`config.mk`:
```
export PLATFORM = sky130hd
export DESIGN_NAME = wb_regfile_commit
export DESIGN_NICKNAME = d
export VERILOG_FILES = /design/src/rtl/wb_regfile_commit.sv
export SDC_FILE = /design/constraint.sdc
export NUM_CORES = 2
export LEC_CHECK = 0
export ABC_AREA = 0
export BUFFER_PORTS_ARGS = -buffer_cell sky130_fd_sc_hd__buf_2
export CORE_UTILIZATION = 65
export CTS_CLUSTER_SIZE = 12
export DETAILED_ROUTE_END_ITERATION = 6
export PLACE_DENSITY = 0.83
export SLEW_MARGIN = 20
export SYNTH_ARGS = -nofsm -noshare
export SYNTH_HDL_FRONTEND = slang
export SYNTH_SLANG_ARGS = --single-unit
```
`constraint.sdc`:
```
create_clock -name clock -period 4.66 [get_ports clock]
set_clock_uncertainty 0.1 [all_clocks]
set_input_delay 0.699 -clock clock [delete_from_list [all_inputs] [get_ports clock]]
set_output_delay 0.699 -clock clock [all_outputs]
set_load 0.05 [all_outputs]
```
`src/rtl/wb_regfile_commit.sv`:
```
// Write-back commit stage: architectural register file with two bypassed read ports,
// plus a retired-write counter and a trace of the most recent committed write.
module wb_regfile_commit #(
    parameter int REGWRITE_BIT = 6,
    parameter int CNT_W        = 32
) (
    input  logic               clock,
    input  logic               reset,
    input  logic signed [31:0] d2_WB,
    input  logic [4:0]         rd_WB,
    input  logic [7:0]         control_WB,
    input  logic [4:0]         rs,
    input  logic [4:0]         rt,
    output logic signed [31:0] d_rs,
    output logic signed [31:0] d_rt,
    output logic               wb_commit,
    output logic [4:0]         wb_last_rd,
    output logic [31:0]        wb_last_d,
    output logic [CNT_W-1:0]   retire_cnt
);

    logic        we;
    logic [31:0] regs_reg [32];
    logic [4:0]  rd_addr [2];
    logic [31:0] rd_data [2];

    // Writes to r0 are dropped entirely, so r0 keeps its reset value of zero forever.
    assign we = control_WB[REGWRITE_BIT] && (rd_WB != 5'd0);

    always_ff @(posedge clock or negedge reset) begin
        if (!reset) begin
            for (int i = 0; i < 32; i++) begin
                regs_reg[i] <= '0;
            end
        end else if (we) begin
            regs_reg[rd_WB] <= d2_WB;
        end
    end

    always_ff @(posedge clock or negedge reset) begin
        if (!reset) begin
            wb_commit  <= 1'b0;
            wb_last_rd <= '0;
            wb_last_d  <= '0;
            retire_cnt <= '0;
        end else begin
            wb_commit <= we;
            if (we) begin
                wb_last_rd <= rd_WB;
                wb_last_d  <= d2_WB;
                retire_cnt <= retire_cnt + CNT_W'(1);
            end
        end
    end

    assign rd_addr[0] = rs;
    assign rd_addr[1] = rt;

    // Write-through bypass lets ID see the value being committed in the same cycle;
    // the reset gate keeps the bypass from leaking d2_WB while reset is held.
    generate
        for (genvar gi = 0; gi < 2; gi++) begin : g_read
            always_comb begin
                rd_data[gi] = '0;
                if (reset && (rd_addr[gi] != 5'd0)) begin
                    if (we && (rd_addr[gi] == rd_WB)) begin
                        rd_data[gi] = d2_WB;
                    end else begin
                        rd_data[gi] = regs_reg[rd_addr[gi]];
                    end
                end
            end
        end
    endgenerate

    assign d_rs = rd_data[0];
    assign d_rt = rd_data[1];

endmodule

```
-- Word-level counts from Yosys, hierarchy flattened
Cells that the tools add are included.
- register bits: 1094
- input port bits: 57
- output and inout bits: 134
- word-level logic and storage cells: 68
- add/sub/neg operators: 1
- magnitude comparators: 4
- equal/unequal tests: 2
- mux-type cells: 13
- bitwise gates (word level): 3
- reductions and logical operators: 9
- operators with widths (kind ; count):
    bitwise mux 1024 bit ; 1
    binary-select mux 32 bit (select 5 bit) ; 2
    two-way mux 32 bit ; 9
    demux 32 bit (select 5 bit) ; 1
    adder 32 x 1 -> 32 bit (second input constant) ; 1
    >= comparator 6 bit (second input constant) ; 3
    NOT 5 -> 6 bit ; 3
    nonzero test 5 bit ; 3
    equality test 5 bit ; 2
    logical AND 1 bit ; 6
    < comparator 6 x 1 -> 1 bit (second input constant) ; 1

-- Logic depth before layout (Yosys ltp)
- depth after elaboration: 6
- mapped depth: 9

-- Worst setup path before layout
Ideal clock, no wire load.
- kind: input -> output
- from: in rs[0]
- to: out d_rs[31]
- arrival: 2.854 ns
- data required time: 3.861 ns
- path slack: 1.007 ns
- stages: 8
- buffers on the path: 4
- cell sequence: clkbuf_1 > buf_2 > buf_2 > buf_2 > mux4_2 > a22oi_1 > a21oi_1 > a211o_1
- word-level cells in the longest chain between the ends: 6
- elaborated cells on any way between the ends: 10
- classes of those cells: eq/ne (1); mux (5); bitwise (1); reduce/logical (3)
- ends and longest elaborated chain (element ; RTL line ; source):
    start, declared ; 12 ; input logic [4:0] rs,
    NOT 5 -> 6 bit (not written as such) ; 69 ; rd_data[gi] = regs_reg[rd_addr[gi]];
    binary-select mux 32 bit (select 5 bit) ; 69 ;
    two-way mux 32 bit (not written as such) (2 in a row) ; 69 ;
    two-way mux 32 bit ; 66 ; if (we && (rd_addr[gi] == rd_WB)) begin
    two-way mux 32 bit (*) ; 65 ; if (reset && (rd_addr[gi] != 5'd0)) begin
    end, declared ; 14 ; output logic signed [31:0] d_rs,
Every way passes the cells marked *; elsewhere a longest branch is shown, timed or not. The select of a mux whose other input is x is not followed.

-- Worst setup path after layout
- from: in reset
- to: out d_rt[9]
- word-level cells in the longest chain between the ends: 2
- ends and longest elaborated chain (element ; RTL line ; source):
    start, declared ; 8 ; input logic reset,
    logical AND 1 bit ; 65 ;
    two-way mux 32 bit ; 65 ;
    end, declared ; 15 ; output logic signed [31:0] d_rt,
No other way between the ends.

==> results.toml <==
[status]
outcome = "finished, final reports clean"

[sta]
period_share_pct = 91.9
setup_viol = 0
setup_tns_ps = 0
fmax_ghz = 0.233
hold_viol = 0
min_period_ps = 4280
tightest_slew_ps = 1070
whs_ps = 277
drv_slew = 0
rsz0062_at_grt = "no"
slew_headroom_pct = 29.0

[cts]
post_cts_resized = 0
cts_inserted_buffers = 113
htree_levels = 3
cts_max_path_buffers = 3
clock_latency_ps = 700
clk_pin_slew_worst_paths_ps = 60
cts_tree = "yes"
root_buffer = "clkbuf_16"
cts_sinks = 1094

[grt]
grt_start_max_net_pins = 179
grt_overflow = 0
antenna_found_initial = 6
grt_pass1_wl_mm = 245
grt.total_usage_pct = 37.5
grt_pass1_vias = 38100

[routing]
wire_per_inst_um = 33.0
viasPerCell = 7.44
vias = 36800
ant_nets = 0
route.detailed.drc = 0
drt_iter0_drc = 4410
dr.pass1.iters = 5
drt-total-wl_mm = 163

[placement]
dp_hpwl_mm = 96.1
placed_area_mm2 = 0.0596
place.gp.congestion = 0.843
port_buffers = 183

[setup_path]
start_kind = "primary input"
cp.arrival_ps = 3480
crit_slowest_cell = "dlygate4sd3_1"
cp_data_required_time_ps = 3860
crit_type = "in -> out"
cp.depth = 8
max_stage_delay_ps = 560
crit_chain = "dlygate4sd3_1 -> buf_8 -> nor3b_1 -> o31ai_4 -> buf_12 -> a211oi_1 -> a211o_1 -> buf_2"
reg2reg_depth = 5
critPathBufInv = 4
end_kind = "output pin"
cp_top_family = "buffers and inverters"
path_max_fanout = 32

[hold_path]
min_path_cells = 3
hp-class = "in -> reg"

[power]
p_comb_share_pct = 21.5
switching_share_pct = 27.9
power_leakage_nw = 27.5
power.share.clock_pct = 32.8
p_seq_share_pct = 45.7
vdd_ir_drop_max_mv = 0.383
p_total_mw = 27.5
power.net_switching_mw = 7.68
power.density_mw_per_mm2 = 435
p_int_mw = 19.9

[logic_synthesis]
synth_top_cell_by_area = "dfrtp_1"
ys_types = 43
post-synth-top-area-fraction_pct = 48.1
synthesis.area_mm2 = 0.0570
syn_inst = 3706
ys_ff_latch = 1094
synthTopCellsByArea = "dfrtp_1, mux4_2, mux2_2"
synthesis.nets = 3764
synth_area_per_cell_um2 = 15.4
ys_seq_area_share_pct = 48.1
yosys_warnings = 0

[floorplanning]
die_w_um = 298
pin_count = 191
std_cell_rows = 108
start_util_pct = 65.7
dieArea_mm2 = 0.0888
die_h_um = 298
core_area_mm2 = 0.0868

[final_layout]
largest_reg_flops = 1024
fillers = 5249
mostFrequentLayoutCells = "dfrtp_1, mux2_2, mux4_2"
drive_gt1_share_pct = 55.0
finalNetCount = 3763
final_core_util_pct = 72.9
areaGrowthSynthToFinish_pct = 11.1
stdcell_area_mm2 = 0.0633
layout_commonest_cell = "dfrtp_1"

[flow_run]
max-cap-violations = 0
[area by class of cell]
type	count	area, um2	area share (%)
flip-flops and latches	1094	27400	43.3
inverters	6	22.5	0.0356
multi-input cells	2184	28100	44.4
clock inverters	25	299	0.473
well taps	1155	1450	2.28
diodes	3	7.51	0.0119
repair buffers	306	2620	4.15
clock buffers	170	3390	5.36
[final timing paths]
kind	start	endpoint	slack (ps)
worst max-delay path	reset	d_rt[9]	380
worst min-delay path	control_WB[6]	wb_last_rd[4]	280
worst max register to register	retire_cnt[2]	retire_cnt[22]	2210
worst min register to register	regs_reg[996]	regs_reg[996]	300
max in group asynchronous	reset	regs_reg[37]	2040
min in group asynchronous	reset	wb_commit	350
[metrics by stage]
stage               worst slack [ps]  cells
detailed placement               551   4744
global placement                 582   4744
finish                           377   4943
global route                     285   4942
floorplan                       1010   3706
CTS                              469   4940
[routing by layer]
| layer | vias to the layer above | routed length [um] | track usage (%) |
|---|---|---|---|
| met5 | - | 129 | 0.649 |
| met4 | 10 | 6840 | 15.3 |
| met3 | 488 | 20400 | 13.0 |
| met2 | 2304 | 74200 | 54.7 |
| met1 | 19600 | 61300 | 52.0 |
| li1 | 14300 | - | - |
[logic make-up after synthesis]
family / share of synthesized area, %
AOI/OAI and AO/OA: 3.87
xor gates and xnor gates: 0.630
muxes: 42.0
DFF: 48.1
adders and majority gates: 0.0220
buffers and inverters: 3.13
and+or+nand+nor: 2.26
[synthesized netlist by cell type (all sizes together)]
| cell | instances |
|---|---|
| clkinv | 1 |
| o21ai | 2 |
| a21o | 1 |
| mux4 | 560 |
| nand3 | 20 |
| nor3b | 3 |
| ha | 1 |
| nor2 | 32 |
| o21a | 1 |
| a22oi | 128 |
| nor4 | 3 |
| xnor2 | 28 |
| and2 | 2 |
| a22o | 1 |
| clkbuf | 268 |
| nand4 | 9 |
| a211o | 37 |
| nand3b | 2 |
| nor3 | 7 |
| o311ai | 3 |
| inv | 5 |
| nor2b | 45 |
| nand2 | 135 |
| a21oi | 67 |
| nand2b | 2 |
| or4 | 1 |
| a2111oi | 2 |
| mux2i | 16 |
| mux2 | 992 |
| o31ai | 1 |
| and3 | 9 |
| a211oi | 29 |
| or2 | 2 |
| buf | 154 |
| dfrtp | 1094 |
| a221o | 27 |
| and4 | 3 |
| xor2 | 13 |
[repair_timing]
action,CTS,global route
buffers inserted,0,0
hold buffers,1,0
endpoints found under the hold margin,16,0
[power by group through the flow]
stage	Clock (mW)	Combinational, mW	Sequential [mW]
after global routing	9.48	6.24	12.8
after detailed placement	0	5.83	12.6
after CTS	9.12	5.89	12.5
final	9.05	5.91	12.6
after global placement	0	5.66	12.4
after floorplan	0	4.36	12.4
[worst reg2reg max path, stage by stage, from the launching register on]
cell       delay [ps]
dfrtp_1           410
nand2_1           160
a2111oi_2         860
nand3_1           390
nor2_1            280
xor2_1            170
No activity file was read; power rests on OpenSTA's default activity.
